`config.mk`:
```
export PLATFORM = sky130hd
export DESIGN_NAME = serial_add_ctrl
export DESIGN_NICKNAME = d
export VERILOG_FILES = /design/src/rtl/serial_add_ctrl_pkg.sv /design/src/rtl/full_adder.sv /design/src/rtl/serial_add_ctrl.sv
export SDC_FILE = /design/constraint.sdc
export NUM_CORES = 1
export LEC_CHECK = 0
export BUFFER_PORTS_ARGS = -buffer_cell sky130_fd_sc_hd__buf_2
export CAP_MARGIN = 20
export CORE_MARGIN = 10
export CORE_UTILIZATION = 54
export DETAILED_ROUTE_END_ITERATION = 8
export PLACE_DENSITY = 0.78
export SETUP_SLACK_MARGIN = 0.15
export SLEW_MARGIN = 10
export SYNTH_ARGS = -nofsm -noshare
export SYNTH_HDL_FRONTEND = slang
export SYNTH_SLANG_ARGS = --single-unit
export TNS_END_PERCENT = 50
```
`constraint.sdc`:
```
create_clock -name clk -period 1.6 [get_ports clk]
set_input_delay 0.16 -clock clk [delete_from_list [all_inputs] [get_ports clk]]
set_output_delay 0.16 -clock clk [all_outputs]
set_load 0.05 [all_outputs]
```
`src/rtl/serial_add_ctrl_pkg.sv`:
```
// serial_add_ctrl_pkg: FSM state encodings shared by the serial adder controller and its bench
package serial_add_ctrl_pkg;

    typedef enum logic [1:0] {
        ST_IDLE = 2'd0,
        ST_RUN  = 2'd1,
        ST_DONE = 2'd2
    } state_t;

endpackage

```
`src/rtl/full_adder.sv`:
```
// full_adder: single-bit combinational full adder cell
module full_adder (
    input  logic a,
    input  logic b,
    input  logic cin,
    output logic cout,
    output logic sum
);

    assign sum  = a ^ b ^ cin;
    assign cout = (a & b) | (cin & (a ^ b));

endmodule

```
`src/rtl/serial_add_ctrl.sv`:
```
// serial_add_ctrl: bit-serial adder, LSB first, one full_adder time-shared over WIDTH cycles
module serial_add_ctrl
    import serial_add_ctrl_pkg::*;
#(
    parameter int WIDTH = 8,
    parameter int CNT_W = 5
) (
    input  logic             clk,
    input  logic             rst_n,
    input  logic             start,
    input  logic [WIDTH-1:0] a,
    input  logic [WIDTH-1:0] b,
    input  logic             cin,
    output logic             busy,
    output logic             done,
    output logic [WIDTH-1:0] sum,
    output logic             cout
);

    state_t           state, state_nxt;
    logic [WIDTH-1:0] shift_a, shift_b, shift_s;
    logic [CNT_W-1:0] cnt;
    logic             carry, s_bit, c_bit, accept, last;

    full_adder u_fa (
        .a   (shift_a[0]),
        .b   (shift_b[0]),
        .cin (carry),
        .cout(c_bit),
        .sum (s_bit)
    );

    // DONE accepts a new request exactly like IDLE, giving back-to-back operation
    always_comb begin
        state_nxt = ST_IDLE;
        accept    = 1'b0;
        last      = 1'b0;
        case (state)
            ST_IDLE, ST_DONE: begin
                accept    = start;
                state_nxt = start ? ST_RUN : ST_IDLE;
            end
            ST_RUN: begin
                last      = cnt == CNT_W'(WIDTH - 1);
                state_nxt = last ? ST_DONE : ST_RUN;
            end
            default: state_nxt = ST_IDLE;
        endcase
    end

    assign busy = state == ST_RUN;
    assign done = state == ST_DONE;

    always_ff @(posedge clk or negedge rst_n) begin
        if (!rst_n) begin
            state   <= ST_IDLE;
            shift_a <= '0;
            shift_b <= '0;
            shift_s <= '0;
            cnt     <= '0;
            carry   <= 1'b0;
            sum     <= '0;
            cout    <= 1'b0;
        end else begin
            state <= state_nxt;
            if (accept) begin
                shift_a <= a;
                shift_b <= b;
                shift_s <= '0;
                carry   <= cin;
                cnt     <= '0;
            end else if (state == ST_RUN) begin
                shift_a <= shift_a >> 1;
                shift_b <= shift_b >> 1;
                shift_s <= {s_bit, shift_s[WIDTH-1:1]};
                carry   <= c_bit;
                cnt     <= last ? '0 : cnt + CNT_W'(1);
            end
            if (last) begin
                sum  <= {s_bit, shift_s[WIDTH-1:1]};
                cout <= c_bit;
            end
        end
    end

endmodule

```
# [Word level (Yosys, flattened, before mapping)]
# Index checks and enable logic that the tools add are counted.
# W data, S select, Z words.
[classes] n_addsub=1 n_eq_ne=3 muxes=16 bitwise=5 n_reduce_logical=3
[ops] operator="$mux W8" n=6
[ops] operator="$mux W5" n=3
[ops] operator="$add A5 B1 Y5 const B" n=1
[ops] operator="$eq A5 B3 Y1 const B" n=1
[ops] operator="$mux W1" n=5
[ops] operator="$pmux W2 S2" n=1
[ops] operator="$and A1 B1 Y1" n=2
[ops] operator="$eq A2 B1 Y1 const B" n=1
[ops] operator="$eq A2 B2 Y1 const B" n=1
[ops] operator="$logic_not A2 Y1" n=1
[ops] operator="$mux W2" n=1
[ops] operator="$reduce_bool A2 Y1" n=1
[ops] operator="$reduce_or A2 Y1" n=1
[ops] operator="$xor A1 B1 Y1" n=2
[ops] operator="$or A1 B1 Y1" n=1
[word_totals] register_bits=41

# [Longest topological paths before layout]
# Gate-level depths: netlist of the first run.
[logic_depth] depth_word=5 depth_mapped=7

# [Modules after synthesis]
# From an unflattened synthesis of the first run, not the netlist that was laid out.
[hier_totals] hier_cells=148 area_unflattened_um2=1737.9
[modules_own_cells] mod="serial_add_ctrl" instances=1 cells_each=147 area_per_inst_um2=1717.9 seq_area_each_um2=1001.0
[modules_own_cells] mod="full_adder" instances=1 cells_each=1 area_per_inst_um2=20.0 seq_area_each_um2=0.0

# [Worst setup path after synthesis of the first run]
# Ideal clock, no wire load.
[synth_timing] kind="register -> register" start="register cnt[0]" end="register cout" arrival_ns=1.289 required_ns=1.475 path_slack_ns=0.186 stages_incl_launch_ff=5 n_path_buf=0 period_less_slack_ns=1.414 path_cell_list="dfrtp_1 > ha_1 > and4bb_2 > nand2_8 > mux2_4"
[synth_via] elab_chain_cells=2
[synth_lines] item="from (decl)" line="serial_add_ctrl.sv:22" rtl="logic [CNT_W-1:0] cnt;"
[synth_lines] item="from (signal assigned)" line="serial_add_ctrl.sv:77" rtl="cnt <= last ? '0 : cnt + CNT_W'(1);"
[synth_lines] item="$eq A5 B3 Y1" line="serial_add_ctrl.sv:44" rtl="last = cnt == CNT_W'(WIDTH - 1);"
[synth_lines] item="$mux W1" line="serial_add_ctrl.sv:38" rtl="case (state)"
[synth_lines] item="to (signal assigned)" line="serial_add_ctrl.sv:81" rtl="cout <= c_bit;"
[synth_lines] item="to (decl)" line="serial_add_ctrl.sv:17" rtl="output logic cout"
# No other way between the ends.
# A chain may end at the register's enable or synchronous reset.

# [Worst setup path in the final report of the first run]
[layout_timing] start="register cnt[0]" end="register sum[6]"
[layout_via] elab_chain_cells=2
[layout_lines] item="$eq A5 B3 Y1" line="serial_add_ctrl.sv:44"
[layout_lines] item="$mux W1" line="serial_add_ctrl.sv:38"
[layout_lines] item="to (signal assigned)" line="serial_add_ctrl.sv:80" rtl="sum <= {s_bit, shift_s[WIDTH-1:1]};"
[layout_lines] item="to (decl)" line="serial_add_ctrl.sv:16" rtl="output logic [WIDTH-1:0] sum,"
# No other way between the ends.

==> impl.org, run 1 <==
** STA
- The total count of hold-check failures in the final report was 0.
- Max-slew violation count :: 0
- Worst clock skew :: 0.0151 ns
- Period minus WS final :: 1.44 ns
- Transition time of the tightest slew-check pin :: 0.497 ns
- Setup TNS after final layout :: 0 ns
- In this run the tightest slew margin relative to its limit is 66.9%.
- Setup violations remaining at the end of the flow were counted as 0.
- In the post-route analysis, the smallest setup slack over all paths is 0.160 ns.
- Maximum clock rate :: 694 MHz
- Setup repair after global routing could not meet its margin everywhere.
- After layout, the worst path uses 90.0% of the clock period.

** Die
- After floorplanning, the core was divided into 20 placement rows.
- The die is 76.8 um tall.
- The floorplan step defined a core boundary enclosing 3080 um2.
- Die Footprint :: 5900 um2
- Number of placed I/O pins :: 31
- Initial Util :: 56.6%
- Floorplan die width :: 76.8 um

** Global route
- In the global route stage, overall resource usage came out at 13.4%.
- Total congestion overflow after global routing :: 0
- The first global-routing pass estimated 6530 um of wire.
- The number of global-route vias before repair came to 1369.
- Entering global routing, the biggest net connects 41 pins.
- Number of antenna violations at the first check in global routing :: 0

** Clock network
- Clock-pin slew on the worst setup and hold paths :: 0.13 ns
- Clock latency on the worst-skew pair :: 0.36 ns
- Clock Root Buffer :: sky130_fd_sc_hd__clkbuf_4
- Counting every sink on the clock net gives 40.
- CTS H-Tree Depth :: 2
- The clock passes through at most 2 buffers.
- TritonCTS clock tree :: built
- Clock buffers created by TritonCTS :: 5

** Synth
- Top cells by area, synth :: sky130_fd_sc_hd__dfrtp_1 57%, sky130_fd_sc_hd__mux2_4 7.8%, sky130_fd_sc_hd__nand2_1 5.6%, sky130_fd_sc_hd__a22o_1 5.0%, sky130_fd_sc_hd__a31oi_1 3.6%
- Sequential area share after synthesis :: 57.4%
- Synthesis produced a netlist with a net count of 171.
- During synthesis, Yosys emitted a total of 0 warnings.
- Share of the synthesized area in the top cell type :: 57.4%
- In the synthesized netlist, the number of instances is 149.
- Counting flops and latches in the post-synthesis netlist gives 40.
- Synthesis instantiated 31 different standard cells from the library.
- Cell area after synthesis :: 1740 um2
- sky130_fd_sc_hd__dfrtp_1 takes more of the synthesized area than any other cell.
- A synthesized cell averages 11.7 um2.

** Setup path
- Data arrives at the worst endpoint at 1.70 ns.
- Crit path buf inv count :: 0
- The worst setup path is captured at a flop.
- Worst path max stage delay :: 0.46 ns
- In this run the worst path has a maximum fanout of 5.
- Worst R2R Path Depth :: 4
- Traced cell by cell, the critical path runs through ha_4 -> and4bb_4 -> nand2_4 -> mux2_4.
- Number of gates on the worst path with buffers counted :: 4
- The startpoint identified for the worst register-to-register timing path is cnt[0].
- Startpoint class of the critical path :: flop
- Broken down by cell family, the worst path's largest delay share belongs to flip-flops.
- Worst setup path category :: flop to flop
- The worst register-to-register path ends at sum[6].
- Setup slack on the worst flop-to-flop path :: 0.16 ns
- STA puts the critical path data required time at 1.86 ns.
- Slowest library cell on the worst path :: sky130_fd_sc_hd__dfrtp_1

** Route
- Once detail routing completed, the nets flagged for antenna violations numbered 0.
- The final layout contains routed wiring with a total length of 3810 um.
- Number of DRC markers in iteration 0 :: 69
- The routed layout has 1292 vias.
- In the routed layout, each cell is associated on average with a via count of 5.45.
- Drt pass-1 iters :: 4
- DRC violations left :: 0
- In the final routed layout, each cell accounts on average for 16.1 um.

** Hold path
- Endpoint of the worst hold-timing path :: carry
- Hold Crit Depth :: 3
- Worst min-delay path category :: input port to flop
- The worst hold path begins at cin.

** Cells and area
- Area of all placed cells without fillers :: 2140 um2
- Measured on the finished design, the core utilization comes to 69.4%.
- Filler Cells Inserted :: 244
- The repair_antennas step left the layout with diodes totalling 0.
- Share of layout cells above drive strength 1 :: 35.8%
- From synthesis to final layout, the design area changed by 22.5%.
- Final layout net count :: 214

** Place
- Placed standard-cell area :: 1920 um2
- Prior to clock tree synthesis, the placed netlist has a worst setup slack of 0.0622 ns.
- Number of buffers inserted by port buffering :: 30
- Detailed placement ended at an HPWL of 2500 um.
- Gpl congestion :: 0.812

** Power and ir drop
- The clock network accounts for 14.5% of the total power.
- Net Sw Frac :: 40.4%
- Across the VDD grid, the largest voltage drop is 0.00120 V.
- Cell Int Power :: 2.74 mW
- Gate power share :: 46.5%
- Summed over all cells, the static leakage comes to 1.08 nW.
- Net switching power of the design :: 1.86 mW
- In this run the power density over the cells is 2150 nW/um2.
- Of the total power, registers draw 39.0%.

** Flow run
- The tool flagged a number of max-cap violations equal to 0.

** Outcome
- The flow ran to the end, and the final reports show no timing, DRC or antenna violations.
## how the worst max path moves through the flow
stage,from,to,slack [ns]
floorplan,cnt[0],cout,0.19
global placement,cnt[0],sum[7],0.12
detailed placement,cnt[0],sum[3],0.06
CTS,state[0],shift_s[2],0.15
global route,cnt[0],sum[4],0.11
finish,cnt[0],sum[6],0.16
## kinds of logic after synthesis
| logic type | after synthesis | synth area share [%] |
|---|---|---|
| AO/OA/AOI/OAI | 27 | 11.5 |
| XOR/XNOR | 1 | 0.503 |
| adder cells (fa/ha/maj) | 2 | 1.87 |
| buffers and inverters | 12 | 4.81 |
| flip-flops | 40 | 57.4 |
| multiplexers | 10 | 8.33 |
| AND/OR/NAND/NOR | 57 | 15.6 |
## registers in the layout (all words and copies together), names as in the netlist
name,flops
carry,1
shift_a,8
shift_b,8
cnt,5
cout,1
sum,8
shift_s,7
state,2
## metrics by stage
stage / power [mW] / hold WS, ns / instances
3_3_place_gp: 3.56 / 0.236 / 219
4_1_cts: 4.49 / 0.00621 / 233
2_1_floorplan: 3.28 / -0.136 / 149
6_report: 4.60 / 0.00776 / 237
5_1_grt: 4.93 / 0.00124 / 237
3_5_place_dp: 3.67 / 0.243 / 219
## power by group through the flow
stage / Combinational (mW) / Clock, mW / Sequential (mW)
floorplan: 1.25 / 0 / 2.03
global placement: 1.80 / 0 / 1.75
detailed placement: 1.88 / 0 / 1.79
CTS: 2.04 / 0.668 / 1.79
global route: 2.34 / 0.723 / 1.86
finish: 2.14 / 0.665 / 1.79
## worst register-to-register path, delay by kind of cell, from the launching register on
kind          cells  cell delay, ns
flops             1            0.46
simple gates      2            0.42
mux               1            0.31
fa+ha+maj         1            0.17
## per-layer routing
metal  part of all wire [%]  track usage (%)  wire [um]  up-vias
li1                       -                -          -      606
met1                     45             15.6       1720      645
met2                     47             21.2       1780       35
met3                    6.8             6.18        259        6
met4                    1.3             4.65         48        0
met5                      0                0          0        -
## cell usage after synthesis (all sizes together)
library cell,count
a211o,1
a22o,10
a22oi,4
a31oi,10
and3,1
and4bb,1
buf,9
clkbuf,1
dfrtp,40
fa,1
ha,1
inv,2
mux2,9
mux2i,1
nand2,27
nand2b,3
nand3,6
nand3b,1
nand4,1
nor2,13
nor2b,2
nor3,1
nor4,1
o21ai,1
o22ai,1
xor2,1
## cell usage in the layout (no fill, tap or decap), drive strengths merged, types with 2 or more instances in the layout
master,netlist,layout
a22oi,4,4
dfrtp,40,40
nand2b,3,3
nand3,6,6
buf,9,44
nor2b,2,2
nor2,13,13
a31oi,10,10
inv,2,2
nand2,27,28
a22o,10,10
clkbuf,1,5
mux2,9,9
## cell type report
cell class                 instances  area, um2  share of cell area [%]
clock buffer                       5       37.5                    1.76
clock inverter                     3       42.5                    1.99
inverter                           2       10.0                   0.469
multi-input combinational         98        696                    32.6
sequential                        40       1000                    46.9
tap                               44       55.1                    2.58
timing repair buffer              45        293                    13.7
## timing repair
action / CTS / global route
pin swaps: 2 / 0
setup endpoints to repair: 21 / 21
hold buffers: 1 / 0
endpoints found under the hold margin: 40 / 0
setup buffers: 4 / 4
resized for setup: 8 / 5
cloned: 1 / 0
Power figures use the tool's default switching activity.
==> run 2: changes to the inputs <==
--- a/config.mk
+++ b/config.mk
@@ -10,7 +10,8 @@
 export CORE_MARGIN = 10
 export CORE_UTILIZATION = 54
 export DETAILED_ROUTE_END_ITERATION = 8
-export PLACE_DENSITY = 0.78
+export GPL_TIMING_DRIVEN = 0
+export PLACE_DENSITY = 0.87
 export SETUP_SLACK_MARGIN = 0.15
 export SLEW_MARGIN = 10
 export SYNTH_ARGS = -nofsm -noshare
==> impl.org, run 2 (same netlist as run 1, synthesis figures left out) <==
** Setup path
- Top Family by Delay on Critical Path :: buffers and inverters
- CP endpoint kind :: primary output
- The critical path starts at state[1].
- The number of cells traversed by the worst register-to-register path came to 7 (+3).
- Arrival time at the worst endpoint :: 1.37 ns (-0.33 ns)
- The number of buffers and inverters on the critical path came to 5 (+5).
- Beginning of the worst register-to-register path :: state[1]
- The slowest stage of the critical path belongs to the cell sky130_fd_sc_hd__dfrtp_1.
- Worst setup path category :: flop to primary output
- Cell breakdown of the critical path :: nand2b_4 -> buf_6 -> inv_4 -> buf_8 -> buf_8 -> buf_8
- The top fanout value on the critical path was 2 (-3).
- The longest individual stage delay on the worst path was 0.40 ns (-0.06 ns).
- The endpoint identified for the worst register-to-register timing path is sum[2].
- Setup slack on the worst flop-to-flop path :: 0.09 ns (-0.07 ns)
- Library cell appearing most often on the critical path :: sky130_fd_sc_hd__buf_8
- Startpoint class of the critical path :: flop
- Required time of the critical path :: 1.44 ns (-0.42 ns)

** Power and ir drop
- The maximum vdd ir drop was 0.00106 V (-12%).
- Net switching power of the design :: 1.80 mW (-2.9%)
- Total power density per cell area :: 2110 nW/um2 (-2.1%)
- Gate power share :: 48.6% (+2.1 points)
- P_leak :: 1.08 nW (about the same)
- The share of total power consumed by net switching was 40.5% (+0.16 points).
- The part of the total power dissipated in the clock network was 11.7% (-2.8 points).
- The internal power summed over all cells was 2.64 mW (-3.6%).
- Sequential share of power :: 39.7% (+0.7 points)

** Cells and area
- Share of layout cells above drive strength 1 :: 34.4% (-1.4 points)
- Growth of design area from synthesis to finish :: 21.0%
- Area of all placed cells without fillers :: 2110 um2 (-1.2%)
- The number of fill cells came to 249 (+2.0%).
- Register area :: 1000 um2 (-0.12%)
- Leaving out fill and tap cells, the most frequent cell in the layout is sky130_fd_sc_hd__dfrtp_1.
- Final layout net count :: 216 (+0.93%)
- The area used by multi-input combinational logic came to 672 um2 (-3.4%).
- Commonest cells after routing, fill and taps aside :: 40 x sky130_fd_sc_hd__dfrtp_1, 31 x sky130_fd_sc_hd__buf_2, 26 x sky130_fd_sc_hd__nand2_1, 13 x sky130_fd_sc_hd__nor2_1
- Final cell utilization of the core :: 68.5% (-0.85 points)
- The final antenna diode count is 0 (unchanged).
- In the final layout, the registers with the most flip-flops are shift_a x8, shift_b x8, sum x8.

** Die
- Initial Util :: 56.6% (unchanged)
- Standard cell core area :: 3080 um2 (unchanged)
- The cell row count came to 20 (unchanged).
- Floorplan die width :: 76.8 um (unchanged)
- The full die area is 5900 um2 (unchanged).
- The I/O pin count came to 31 (unchanged).
- The height of the die is 76.8 um (unchanged).

** STA
- The slew at the pin with the worst max-slew slack came to 0.850 ns (+0.352 ns).
- Number of failing setup endpoints in the final timing report :: 0 (unchanged)
- Setup repair after global routing could not meet its margin everywhere.
- Count of endpoints failing hold in the final timing report :: 0 (unchanged)
- The worst clock skew on the final layout came to 0.00765 ns (-0.00742 ns).
- The shortest clock period the worst path allows after layout is 1.53 ns (+0.0864 ns).
- Max-slew violation count :: 0 (unchanged)
- The worst setup margin came to 0.0732 ns (-0.0864 ns).
- Final worst hold slack :: 0.0305 ns (+0.0227 ns)
- Maximum clock rate :: 655 MHz (-5.7%)
- The post-route fraction of the period consumed by the critical path is 95.4% (+5.4 points).
- Relative slew slack :: 43.4% (-23 points)

** Clock network
- Clock Root Buffer :: sky130_fd_sc_hd__clkbuf_4
- The insertion delay of the later-clocked pin in the worst-skew pair is 0.34 ns (-0.02 ns).
- The total clock sinks came to 40 (unchanged).
- The number of H-tree levels came to 2 (unchanged).
- TritonCTS built the clock tree.
- CTS max path bufs :: 2 (unchanged)
- The CTS clock-pin slew for the worst setup and hold paths is 0.10 ns (-0.03 ns).
- The number of clock buffers inserted by TritonCTS is 5 (unchanged).

** Global route
- The maximum number of pins on one net before global-route repair came to 41 (unchanged).
- Number of global-route vias before repair :: 1336 (-2.4%)
- Number of antenna violations at the first check in global routing :: 0 (unchanged)
- Total congestion overflow after global routing :: 0 (unchanged)
- Total routing resource utilization after global routing :: 12.6% (-0.85 points)
- The first-pass GRT wire length came to 6180 um (-5.4%).

** Route
- Average detailed-routed wire length per instance :: 15.1 um (-5.7%)
- The total via count in the routed design was 1291 (-0.077%).
- Drt pass-1 iters :: 4 (unchanged)
- DRT antenna net count :: 0 (unchanged)
- The iteration-0 DRC count of the detailed router was 100 (+45%).
- The via density per instance was 5.40 (-0.91%).
- The detailed-route DRC error count was 0 (unchanged).
- Final WL :: 3620 um (-4.9%)

** Hold path
- Endpoint of the worst hold-timing path :: shift_a[0]
- In this run the most critical hold path is launched from a[0].
- The path class of the tightest hold or removal check is input port to flop.
- Hold Crit Depth :: 3 (unchanged)

** Place
- Gpl congestion :: 0.838 (+3.2%)
- Placed wire-length estimate :: 2480 um (-1.1%)
- The pre-CTS setup slack was 0.113 ns (+0.0512 ns).
- The cell area after placement was 1950 um2 (+1.5%).
- The count of input and output buffers was 30 (unchanged).

** Outcome
- The run finished with clean final reports.

** Flow run
- Max-cap viol count :: 0 (unchanged)
## run 2: layout make-up
cell class / instances / area share [%]
Buffer: 10 / 4.27
Clock buffer: 8 / 2.79
Inverter: 2 / 0.474
Multi-Input combinational cell: 97 / 31.9
Sequential cell: 40 / 47.4
Tap cell: 44 / 2.61
Timing Repair Buffer: 38 / 10.6
## run 2: metrics by stage
step / cells / TNS (ns) / power, mW
after global placement: 223 / 0 / 3.64
after floorplan: 149 / 0 / 3.28
after detailed placement: 223 / 0 / 3.75
final: 239 / 0 / 4.45
after CTS: 237 / 0 / 4.41
after global routing: 239 / -0.00422 / 4.78
## run 2: how the worst max path moves through the flow
| stage | to | slack (ns) | cells after the start |
|---|---|---|---|
| floorplan | cout | 0.19 | 4 |
| global placement | cout | 0.13 | 4 |
| detailed placement | sum[5] | 0.11 | 4 |
| CTS | busy | 0.07 | 6 |
| global route | busy | -0.004 | 6 |
| finish | busy | 0.07 | 6 |
## run 2: power groups by stage
| stage | registers (mW) | clock network, mW | logic, mW |
|---|---|---|---|
| floorplan | 2.03 | 0 | 1.25 |
| global placement | 1.75 | 0 | 1.89 |
| detailed placement | 1.78 | 0 | 1.97 |
| CTS | 1.76 | 0.537 | 2.12 |
| global route | 1.83 | 0.590 | 2.36 |
| finish | 1.77 | 0.521 | 2.16 |
## run 2: what timing repair did
action / in CTS / in global routing
gates resized for setup: 5 / 8
hold endpoints to repair: 40 / 0
hold buffers: 1 / 0
gates cloned: 0 / 0
setup buffers: 5 / 2
setup endpoints to repair: 10 / 38
pin swaps: 1 / 0
## run 2: metal layers
metal	share of wire (%)	track usage, %	vias to the layer above
met2	47	19.4	44
met3	8.1	6.06	4
met4	0.69	3.90	0
met5	0	0	-
li1	-	-	608
met1	44	15.0	635
## run 2: worst reg2reg max path, cell delays in order, from the launching register on
cell and delay [ns]:
sky130_fd_sc_hd__dfrtp_1 0.40, sky130_fd_sc_hd__nand2b_4 0.14, sky130_fd_sc_hd__buf_6 0.12, sky130_fd_sc_hd__inv_4 0.05, sky130_fd_sc_hd__buf_8 0.09, sky130_fd_sc_hd__buf_4 0.18, sky130_fd_sc_hd__nand2_8 0.11, sky130_fd_sc_hd__mux2_4 0.32
==> run 3: changes to the inputs <==
--- a/config.mk
+++ b/config.mk
@@ -7,7 +7,6 @@
 export LEC_CHECK = 0
 export BUFFER_PORTS_ARGS = -buffer_cell sky130_fd_sc_hd__buf_2
 export CAP_MARGIN = 20
-export CORE_MARGIN = 10
 export CORE_UTILIZATION = 54
 export DETAILED_ROUTE_END_ITERATION = 8
 export GPL_TIMING_DRIVEN = 0
==> impl.org, run 3 (same netlist as run 1, synthesis figures left out) <==
** Global route
- Global-route wire length before repair :: 5700 um (-7.7%)
- Number of antenna violations at the first check in global routing :: 0 (unchanged)
- The number of global-route vias before repair was 1250 (-6.4%).
- Total congestion overflow after global routing :: 0 (unchanged)
- Pin count of the biggest net entering global routing :: 41 (unchanged)
- The total track usage came to 22.5% (+9.9 points).

** STA
- The worst slew margin relative to its limit was 44.0% (+0.60 points).
- The shortest clock period the worst path allows after layout came to 1.54 ns (+0.0104 ns).
- Worst clock skew :: 0.00198 ns (-0.00567 ns)
- The final number of max-transition violations was 0 (unchanged).
- The total count of hold-check failures in the final report is 0 (unchanged).
- Setup repair after global routing could not meet its margin everywhere.
- Setup TNS after final layout :: 0 ns (unchanged)
- The top achievable clock speed came to 651 MHz (-0.68%).
- The minimum hold slack was 0.0288 ns (-0.00170 ns).
- The post-route fraction of the period consumed by the critical path was 96.1% (+0.65 points).
- The slew at the pin with the worst max-slew slack was 0.841 ns (-0.00897 ns).
- The setup violation total in the final timing report was 0 (unchanged).

** Cells and area
- The area growth from synthesis to layout is 20.7%.
- Largest registers :: shift_a x8, shift_b x8, sum x8
- The final net count was 216 (unchanged).
- The area used by multi-input combinational logic came to 666 um2 (-0.93%).
- Filler Cells Inserted :: 258 (+3.6%)
- Most frequent standard cell in the layout excluding fill and tap cells :: sky130_fd_sc_hd__dfrtp_1
- The sequential cell area in the final layout came to 1000 um2 (+0.12%).
- The library cells used most frequently in the layout, excluding fill and tap cells, are 39 x sky130_fd_sc_hd__dfrtp_1, 34 x sky130_fd_sc_hd__buf_2, 26 x sky130_fd_sc_hd__nand2_1, 13 x sky130_fd_sc_hd__nor2_1.
- The final standard cell utilization of the core is 68.9% (+0.36 points).
- The number of cells in the finished layout apart from fillers was 239 (unchanged).
- Antenna fix cells :: 0 (unchanged)
- Share of layout cells above drive strength 1 :: 34.4% (unchanged)

** Clock network
- The number of H-tree levels was 2 (unchanged).
- Clock Root Buffer :: sky130_fd_sc_hd__clkbuf_4
- TritonCTS built the clock tree.
- Clock sink total :: 40 (unchanged)
- The number of clock buffers inserted by TritonCTS is 5 (unchanged).
- The insertion delay of the later-clocked pin in the worst-skew pair was 0.34 ns (about the same).
- The worst-case clock buffer depth came to 2 (unchanged).
- Clock-pin slew on the worst setup and hold paths :: 0.11 ns (about the same)

** Route
- The detail-routed net length per standard cell is 14.4 um (-4.9%).
- The detailed-route DRC error count came to 0 (unchanged).
- DRT antenna net count :: 0 (unchanged)
- The via density per instance was 5.44 (+0.77%).
- The iteration-0 DRC count of the detailed router is 41 (-59%).
- The total wirelength of the detailed-routed design was 3440 um (-4.9%).
- The count of TritonRoute iterations in the first routing pass is 4 (unchanged).
- Via Count :: 1301 (+0.77%)

** Setup path
- Largest fanout on the critical path :: 3 (+1)
- STA classifies the critical path endpoint as a primary output.
- Startpoint class of the critical path :: flop
- Worst setup path category :: flop to primary output
- Worst R2R Path Depth :: 7 (unchanged)
- Required time of the critical path :: 1.44 ns (about the same)
- The startpoint identified for the worst register-to-register timing path is state[1].
- The worst register-to-register path ends at sum[5].
- The slack of the worst reg-to-reg path is 0.08 ns (about the same).
- The worst path arrival time came to 1.38 ns (about the same).

** Power and ir drop
- The total power after layout is 4.49 mW (+0.92%).
- P_leak :: 1.08 nW (-0.43%)
- The total power divided by cell area is 2130 nW/um2 (+1.2%).
- The maximum vdd ir drop came to 0.000996 V (-5.7%).

** Place
- Placed wire-length estimate :: 2270 um (-8.3%)
- The post-placement cell count is 223 (unchanged).
- Gpl congestion :: 0.760 (-9.3%)
- The count of input and output buffers was 30 (unchanged).

** Die
- The height of the die is 58.8 um (-23%).
- Standard cell core area :: 3050 um2 (-0.81%)
- The I/O pin count is 31 (unchanged).
- The cell row count was 20 (unchanged).
- The starting utilization of the core area came to 57.1% (+0.46 points).
- The die span in x came to 58.8 um (-23%).
- Die Footprint :: 3460 um2 (-41%)

** Hold path
- Hold Crit Depth :: 3 (unchanged)
- Worst min-delay path category :: input port to flop
- Endpoint of the worst hold-timing path :: shift_a[0]
- The worst hold path begins at a[0].

** Flow run
- The number of max-capacitance violations reported was 0 (unchanged).

** Outcome
- Outcome :: complete, no violations
==> run 3: cell types whose count changed in the layout (fill, tap and decap cells not counted), sizes merged <==
| cell | delta |
|---|---|
| buf | +3 |
| clkbuf | -3 |
==> run 3: worst max-delay path by stage <==
stage | end | start | slack (ns)
floorplan | cout | cnt[0] | 0.19
global placement | cout | cnt[0] | 0.13
detailed placement | sum[5] | cnt[0] | 0.09
CTS | busy | state[1] | 0.05
global route | busy | state[1] | 0.006
finish | busy | state[1] | 0.06
==> run 3: layout make-up <==
cell class                 count  share of cell area (%)
timing repair buffer          38                    10.6
tap                           44                    2.62
clock buffer                   8                    2.80
sequential                    40                    47.7
buffer                        10                    4.22
multi-input combinational     97                    31.6
inverter                       2                   0.476
==> run 3: metrics by stage <==
| stage | setup WS, ns | cell area (um2) |
|---|---|---|
| after global routing | 0.00627 | 2100 |
| after detailed placement | 0.0882 | 1950 |
| after CTS | 0.0515 | 2080 |
| after floorplan | 0.186 | 1740 |
| after global placement | 0.130 | 1950 |
| final | 0.0628 | 2100 |
==> run 3: critical path, stage by stage (launching register included) <==
cell	delay [ns]
sky130_fd_sc_hd__dfrtp_1	0.41
sky130_fd_sc_hd__nand2b_4	0.14
sky130_fd_sc_hd__buf_6	0.11
sky130_fd_sc_hd__inv_4	0.05
sky130_fd_sc_hd__buf_8	0.09
sky130_fd_sc_hd__buf_8	0.10
sky130_fd_sc_hd__buf_8	0.14
==> run 3: power by group <==
group | leakage [nW] | internal [mW] | switching [mW]
combinational | 0.539 | 0.992 | 1.20
sequential | 0.505 | 1.47 | 0.310
clock | 0.0326 | 0.217 | 0.300
==> run 3: what timing repair did <==
item | CTS | global route
resized for setup | 6 | 7
hold buffers | 1 | 0
hold endpoints to repair | 40 | 0
setup buffers | 5 | 2
setup endpoints to repair | 10 | 37
==> run 3: layer usage <==
metal / GRT usage, % / share of wire [%]
met1: 29.5 / 45
met2: 35.9 / 49
met3: 3.96 / 3.8
met4: 11.6 / 1.8
met5: 0 / 0
